==> src/rtl/dff_share_pkg.sv <==
// Shared types and helpers for the round-robin shared-register arbiter.
// Helpers work on an 8-requester superset; callers zero-extend and slice.
package dff_share_pkg;

  typedef enum logic {IDLE = 1'b0, GRANT = 1'b1} state_t;

  localparam int MAX_REQ = 8;

  // First set request bit searching upward, circularly, starting just after last.
  // Scanning k from high to low lets the nearest candidate overwrite farther ones.
  function automatic logic [2:0] rr_pick(input logic [7:0] req, input logic [2:0] last,
                                         input int n);
    logic [2:0] win;
    int idx;
    win = last;
    for (int k = MAX_REQ; k >= 1; k--) begin
      if (k <= n) begin
        idx = (int'(last) + k) % n;
        if (req[3'(idx)]) win = 3'(idx);
      end
    end
    return win;
  endfunction

  function automatic logic [7:0] onehot(input logic [2:0] idx);
    return 8'b1 << idx;
  endfunction

endpackage

==> src/rtl/dff_reg.sv <==
// WIDTH-bit D flip-flop bank with load enable and complementary output.
module dff_reg #(
  parameter int WIDTH = 8
) (
  input  logic             clock,
  input  logic             reset_n,
  input  logic             en,
  input  logic [WIDTH-1:0] d,
  output logic [WIDTH-1:0] q,
  output logic [WIDTH-1:0] qn
);

  always_ff @(posedge clock or negedge reset_n) begin
    if (!reset_n) q <= '0;
    else if (en)  q <= d;
  end

  assign qn = ~q;

endmodule

==> src/rtl/dff_share_arbiter.sv <==
// Round-robin arbiter that serialises requester writes into one shared register.
// Optional owner/owner_vld outputs are built when DFF_SHARE_OWNER_EN is defined.
module dff_share_arbiter
  import dff_share_pkg::*;
#(
  parameter  int NUM_REQ = 4,
  parameter  int WIDTH   = 8,
  localparam int IDW     = $clog2(NUM_REQ)
) (
  input  logic                     clock,
  input  logic                     reset_n,
  input  logic [NUM_REQ-1:0]       req,
  input  logic [NUM_REQ*WIDTH-1:0] wdata,
  output logic [NUM_REQ-1:0]       gnt,
  output logic [NUM_REQ-1:0]       ack,
  output logic [WIDTH-1:0]         q,
  output logic [WIDTH-1:0]         qn,
  output logic                     busy
`ifdef DFF_SHARE_OWNER_EN
  ,
  output logic [IDW-1:0]           owner,
  output logic                     owner_vld
`endif
);

  state_t             state, state_nxt;
  logic [NUM_REQ-1:0] gnt_nxt, ack_nxt;
  logic [IDW-1:0]     last, last_nxt, win_idx, win_nxt, pick;
  logic [7:0]         req_ext, oh_pick, oh_win;
  logic [2:0]         last_ext, win_ext, pick_ext;
  logic [WIDTH-1:0]   d_sel;
  logic               commit;
  logic               unused_bits;

  // Widen to the package's 8-requester superset.
  always_comb begin
    req_ext  = '0;
    last_ext = '0;
    win_ext  = '0;
    req_ext[NUM_REQ-1:0] = req;
    last_ext[IDW-1:0]    = last;
    win_ext[IDW-1:0]     = win_idx;
    pick_ext = rr_pick(req_ext, last_ext, NUM_REQ);
    pick     = pick_ext[IDW-1:0];
    oh_pick  = onehot(pick_ext);
    oh_win   = onehot(win_ext);
  end

  assign unused_bits = ^{pick_ext, oh_pick, oh_win};

  always_comb begin
    d_sel = '0;
    for (int i = 0; i < NUM_REQ; i++) begin
      if (win_idx == IDW'(i)) d_sel = wdata[i*WIDTH +: WIDTH];
    end
  end

  // A write only commits if the winner is still requesting at the GRANT edge.
  assign commit = (state == GRANT) && req[win_idx];
  assign busy   = (state == GRANT);

  always_comb begin
    state_nxt = state;
    gnt_nxt   = '0;
    ack_nxt   = '0;
    last_nxt  = last;
    win_nxt   = win_idx;
    case (state)
      IDLE: begin
        if (|req) begin
          state_nxt = GRANT;
          gnt_nxt   = oh_pick[NUM_REQ-1:0];
          win_nxt   = pick;
          last_nxt  = pick;
        end
      end
      GRANT: begin
        state_nxt = IDLE;
        if (commit) ack_nxt = oh_win[NUM_REQ-1:0];
      end
      default: state_nxt = IDLE;
    endcase
  end

  always_ff @(posedge clock or negedge reset_n) begin
    if (!reset_n) begin
      state   <= IDLE;
      gnt     <= '0;
      ack     <= '0;
      last    <= IDW'(NUM_REQ - 1);
      win_idx <= '0;
    end else begin
      state   <= state_nxt;
      gnt     <= gnt_nxt;
      ack     <= ack_nxt;
      last    <= last_nxt;
      win_idx <= win_nxt;
    end
  end

  dff_reg #(.WIDTH(WIDTH)) u_reg (
    .clock   (clock),
    .reset_n (reset_n),
    .en      (commit),
    .d       (d_sel),
    .q       (q),
    .qn      (qn)
  );

`ifdef DFF_SHARE_OWNER_EN
  always_ff @(posedge clock or negedge reset_n) begin
    if (!reset_n) begin
      owner     <= '0;
      owner_vld <= 1'b0;
    end else if (commit) begin
      owner     <= win_idx;
      owner_vld <= 1'b1;
    end
  end
`endif

endmodule

==> config.mk <==
export PLATFORM = sky130hd
export DESIGN_NAME = dff_share_arbiter
export DESIGN_NICKNAME = d
export VERILOG_FILES = /design/src/rtl/dff_share_pkg.sv /design/src/rtl/dff_reg.sv /design/src/rtl/dff_share_arbiter.sv
export SDC_FILE = /design/constraint.sdc
export NUM_CORES = 1
export LEC_CHECK = 0
export CAP_MARGIN = 10
export CORE_UTILIZATION = 30
export CTS_BUF_LIST = sky130_fd_sc_hd__clkbuf_8
export DETAILED_ROUTE_END_ITERATION = 16
export PLACE_DENSITY = 0.76
export SYNTH_ARGS = -nofsm -noshare
export SYNTH_HDL_FRONTEND = slang
export SYNTH_HIERARCHICAL = 1
export SYNTH_SLANG_ARGS = --single-unit
==> constraint.sdc <==
create_clock -name clock -period 1.6 [get_ports clock]
set_input_delay 0.16 -clock clock [delete_from_list [all_inputs] [get_ports clock]]
set_output_delay 0.16 -clock clock [all_outputs]
set_load 0.005 [all_outputs]
==> Yosys cells after proc, flatten, opt, wreduce, memory -nomap -nowiden <==
Cells that the tools add are included.
{ "classes": {"addsub": 4, "magnitude_cmp": 5, "eq_ne": 3, "shifts": 2, "mux": 28, "bitwise": 6, "n_reduce_logical": 8} }
{ "op_table": {"columns": ["cell", "count"], "rows": [
  ["2-to-1 mux 8 bit", 4],
  ["< comparator 3 x 5 -> 1 bit (second input constant)", 4],
  ["2-to-1 mux 4 bit", 4],
  ["binary-select mux 1 bit (select 3 bit)", 4],
  ["2-to-1 mux 3 bit", 4],
  ["2-to-1 mux 1 bit", 10],
  ["inverter 8 bit", 1],
  ["OR reduction 2 bit", 4],
  ["adder 2 x 1 -> 2 bit (second input constant)", 2],
  ["adder 2 bit (second input constant)", 2],
  ["AND 1 bit (first input constant)", 4],
  ["equality test 2 bit (second input constant)", 2],
  ["OR reduction 4 bit", 1],
  ["left shift 1 x 2 -> 4 bit (first input constant)", 1],
  ["left shift 1 x 3 -> 4 bit (first input constant)", 1],
  ["< comparator 2 x 3 -> 1 bit (second input constant)", 1],
  ["binary-select mux 1 bit (select 2 bit)", 1],
  ["equality test 2 x 1 -> 1 bit (second input constant)", 1],
  ["zero test 2 bit", 1],
  ["one-hot mux 1 bit (2 select lines)", 1],
  ["AND reduction 2 bit", 1],
  ["logical AND 1 bit", 1],
  ["inverter 1 bit", 1]
]} }
{ "word_totals": {"regBits": 21, "input_bits": 38, "out_inout_bits": 25, "word_cells": 62} }

==> Logic depth before layout (Yosys ltp) <==
Gate-level depths: netlist (run 1).
{ "depth": {"ltp_word": 13, "ltp_mapped": 6, "depth_no_buf": 4} }

==> Cells and area by module <==
Netlist (run 1), hierarchy kept.
{ "modules_own_cells": {"columns": ["module", "n_inst", "cells_per_inst", "area_per_inst_um2", "seq_area_each_um2"], "rows": [
  ["dff_share_arbiter", 1, 59, 787.0, 327.8],
  ["dff_reg", 1, 25, 361.6, 200.2]
]} }

==> Least setup slack after synthesis (run 1) <==
No wires, ideal clock.
{ "synth_path": {"path_type": "flip-flop to flip-flop", "from": "reg win_idx[0]", "to": "reg u_reg.q[0]", "setup_time_ps": 125, "arrival_time_ps": 1495, "required_ps": 1475, "path_slack_ps": -20, "stages_incl_launch_ff": 7, "n_path_buf": 3, "period_less_slack_ps": 1620, "path_cell_list": "dfrtp_1 buf_2 buf_6 mux4_2 and2_1 buf_6 mux2_4"} }
{ "synth_via": {"word_cells_on_any_way": 11, "classes_between": "eq/ne (3); mux (6); reduce/logical (2)"} }
{ "synth_lines": {"columns": ["element", "line", "text"], "rows": [
  ["from (decl)", "dff_share_arbiter.sv:28", "logic [IDW-1:0] last, last_nxt, win_idx, win_nxt, pick;"],
  ["from (signal assigned)", "dff_share_arbiter.sv:97", "win_idx <= win_nxt;"],
  ["binary-select mux 1 bit (select 2 bit)", "dff_share_arbiter.sv:59", "assign commit = (state == GRANT) && req[win_idx];"],
  ["2-to-1 mux 1 bit (not written as such)", "dff_share_arbiter.sv:59", null],
  ["logical AND 1 bit", "dff_share_arbiter.sv:59", null],
  ["named net commit", "dff_share_arbiter.sv:32", "logic commit;"],
  ["to (signal assigned)", "dff_reg.sv:14", "if (!reset_n) q <= '0;"],
  ["to (signal assigned)", "dff_reg.sv:15", "else if (en) q <= d;"],
  ["to (decl)", "dff_reg.sv:9", "output logic [WIDTH-1:0] q,"]
]} }
The timed path passes the listed nets, and every way through them passes these cells. The select of a mux whose other input is x is not followed.
A chain may end at the register's enable or synchronous reset.

==> Worst setup path after layout (run 1) <==
{ "layout_path": {"from": "reg win_idx[1]", "to": "reg u_reg.q[7]"} }
Same word-level chain as after synthesis.

==> impl_metrics.ini, run 1 <==
[global_route]
antenna_found_initial = 0
grt_pass1_vias = 969
grt.total_usage = 0.161
grt_max_degree = 22
grt_pass1_wl_um = 5030
grt.overflow.total = 0

[cts]
clk_latency_ps = 250
ctsHoldBuffers = 0
post_cts_buffers = 0
cts_sinks = 21
cts_tree = built
htree_levels = 1
cts.clk_slew.worst_paths_ps = 70
clk_path_buf_depth = 2
cts-root-buf = clkbuf_8
cts_made_buffers = 3

[cells_and_area]
drive_gt1_frac = 0.248
antennaDiodeCount = 0
fin_util = 0.520
fillers = 295
syn_to_final_growth_pct = 65.7
finalNonFillerCells = 201
nets = 192
fin_area_mm2 = 0.00190

[sta]
period_minus_slack_ps = 1550
setup_tns_ps = 0
rsz0062_at_grt = false
max_slew_margin = 0.727
max_freq_ghz = 0.647
fin_crit_sh = 0.966
drv_slew = 0
fin_worst_skew_ps = 1.71
setup_violations = 0
hold_violations = 0
holdWs_ps = 274
tightest_slew_ps = 409

[drt]
drt-total-wl_um = 2920
num_vias = 931
first_pass_iters = 4
initialDrtViolationCount = 18
drc_errors = 0
antenna_violating_nets_post_route = 0
routed_via_density = 4.63
routedWlPerCell_um = 14.5

[power_and_ir_drop]
leakage_nw = 0.809
pwr_density_cell_mw_per_mm2 = 1550
vdd_drop_max_mv = 0.517
p_seq_frac = 0.318
switchingPower_w = 0.000907
p_sw_frac = 0.307
p_int_w = 0.00204
p_clk_frac = 0.112
power_frac_comb = 0.570

[worst_setup_path]
worstPathArrival_ps = 1680
crit_required_ps = 1740
path_class = reg -> reg
endpoint_kind = flip-flop
reg2reg_to = u_reg/q[7]
start_kind = flip-flop
worstSetupEndpoint = u_reg/q[7]
crit_start = win_idx[1]
worst-r2r-setup-slack_ps = 50
reg2reg_depth = 3
r2r-start = win_idx[1]
cp_max_fo = 8

[hold_path]
hp-class = in -> async

[yosys]
synth_xor_area_frac = 0
synth-simple-area-share = 0.139
synth_top_cell_by_area = dfrtp_1
synth_area_per_cell_um2 = 13.7
synth_fp_nets = 122
ys_ff_latch = 21
synthTopCellsByArea = dfrtp_1, mux4_2, mux2_4, dfstp_2, inv_1
synth_compound_area_frac = 0.0577
synth_top_family_by_area = multiplexers
synthAdderAreaFrac = 0
synth_area_mm2 = 0.00115
ys_types = 28
synth_top_area_frac = 0.414
synthMuxAreaShare = 0.281
syn_inst = 84
ys_seq_area_frac = 0.460
synth_warnings = 6

[die]
ios = 63
dieArea_mm2 = 0.00408
die_y_um = 63.9
row_count = 22
start_util = 0.314
fp.dieW_um = 63.9
core_mm2 = 0.00366

[placement]
gp_congestion = 0.806
hpwl_um = 2260
dpl_cell_area_mm2 = 0.00185
dp.cells = 197
io_buffers = 62

[outcome]
status = finished, final reports clean

[job]
max_cap_viol_count = 0
-- how the worst min path moves through the flow --
stage / slack (ps) / to / from / cells after the start
floorplan: -140 / ack[0] / reset_n / 0
global placement: 520 / u_reg/q[0] / reset_n / 2
detailed placement: 530 / u_reg/q[3] / u_reg/q[3] / 1
CTS: 270 / u_reg/q[0] / reset_n / 2
global route: 300 / u_reg/q[0] / reset_n / 2
finish: 270 / u_reg/q[6] / reset_n / 2
-- final cells by class --
class,instances,area (µm²),share of cell area
Timing Repair Buffer,70,681,0.358
Multi-Input combinational cell,49,554,0.291
Sequential cell,21,528,0.277
Tap cell,48,60.1,0.0316
Clock buffer,3,41.3,0.0217
Inverter,9,33.8,0.0178
Clock inverter,1,5.00,0.00263
-- critical path, cell delays in order (launching register included) --
cell	delay [ps]
dfrtp_1	410
mux4_2	510
and2_4	210
mux2_4	310
-- kinds of logic after synthesis --
family	after synthesis
AOI/OAI and AO/OA	9
buffers and inverters	14
DFF	21
muxes	17
and+or+nand+nor	23
-- per-layer routing --
layer | vias up | global-route usage | share of wire | wire length (µm)
met4 | 0 | 0.0597 | 0.015 | 44
li1 | 440 | - | - | -
met5 | - | 0 | 0 | 0
met3 | 4 | 0.0429 | 0.087 | 253
met2 | 47 | 0.266 | 0.47 | 1380
met1 | 440 | 0.200 | 0.42 | 1240
-- registers in the layout, indices dropped and copies added, names as in the netlist --
signal and flops:
gnt 4, last 2, ack 4, win_idx 2, busy 1, u_reg/q 8
-- per-stage QoR --
stage | setup WS (ps) | power, W
after floorplan | 15.5 | 0.00188
after global placement | -77.7 | 0.00260
after detailed placement | -171 | 0.00264
after CTS | 55.3 | 0.00299
after global routing | 35.3 | 0.00317
final | 54.6 | 0.00295
-- power groups by stage --
| stage | combinational [W] | sequential [W] | clock, W |
|---|---|---|---|
| finish | 0.00168 | 0.000939 | 0.000331 |
| global route | 0.00183 | 0.000972 | 0.000369 |
| CTS | 0.00170 | 0.000939 | 0.000346 |
| detailed placement | 0.00169 | 0.000948 | 0 |
| global placement | 0.00167 | 0.000929 | 0 |
| floorplan | 0.000948 | 0.000931 | 0 |
-- placed cells by master, fill, tap and decap left out, drive strengths merged --
master | netlist | layout
dfrtp | 19 | 19
a21oi | 6 | 6
and4 | 1 | 1
o311ai | 1 | 1
clkinv | 0 | 1
and4b | 2 | 2
mux2 | 8 | 8
buf | 5 | 8
nand2b | 2 | 2
nor3b | 2 | 2
nor4 | 1 | 1
dfstp | 2 | 2
nor4bb | 1 | 1
nor3 | 2 | 2
o21ai | 1 | 1
mux4 | 9 | 9
nor2b | 1 | 1
and3 | 1 | 1
clkbuf | 0 | 3
nand2 | 2 | 2
inv | 9 | 9
clkdlybuf4s50 | 0 | 62
and2 | 1 | 1
and3b | 1 | 1
nand3b | 1 | 1
nor2 | 5 | 5
o21a | 1 | 1
-- cell usage after synthesis, drive strengths merged --
| library cell | count |
|---|---|
| nor4 | 1 |
| nand3b | 1 |
| nor3 | 2 |
| and3b | 1 |
| o21a | 1 |
| nor2b | 1 |
| o21ai | 1 |
| and4b | 2 |
| and2 | 1 |
| nor4bb | 1 |
| inv | 9 |
| nand2 | 2 |
| nor3b | 2 |
| dfstp | 2 |
| dfrtp | 19 |
| mux2 | 8 |
| and4 | 1 |
| buf | 5 |
| nand2b | 2 |
| and3 | 1 |
| a21oi | 6 |
| nor2 | 5 |
| mux4 | 9 |
| o311ai | 1 |
-- repair_timing --
action,4_1_cts,5_1_grt
hold endpoints to repair,0,0
setup endpoints to repair,0,2
gates resized for setup,0,1
(Power assumes the default switching activity.)
==> run 2, diff against run 1 <==
--- a/config.mk
+++ b/config.mk
@@ -9,6 +9,7 @@
 export CORE_UTILIZATION = 30
 export CTS_BUF_LIST = sky130_fd_sc_hd__clkbuf_8
 export DETAILED_ROUTE_END_ITERATION = 16
+export HOLD_SLACK_MARGIN = 0.06
 export PLACE_DENSITY = 0.76
 export SYNTH_ARGS = -nofsm -noshare
 export SYNTH_HDL_FRONTEND = slang
==> results of run 2 <==
The final DEF is identical to that of run 1; final timing and power are the same.
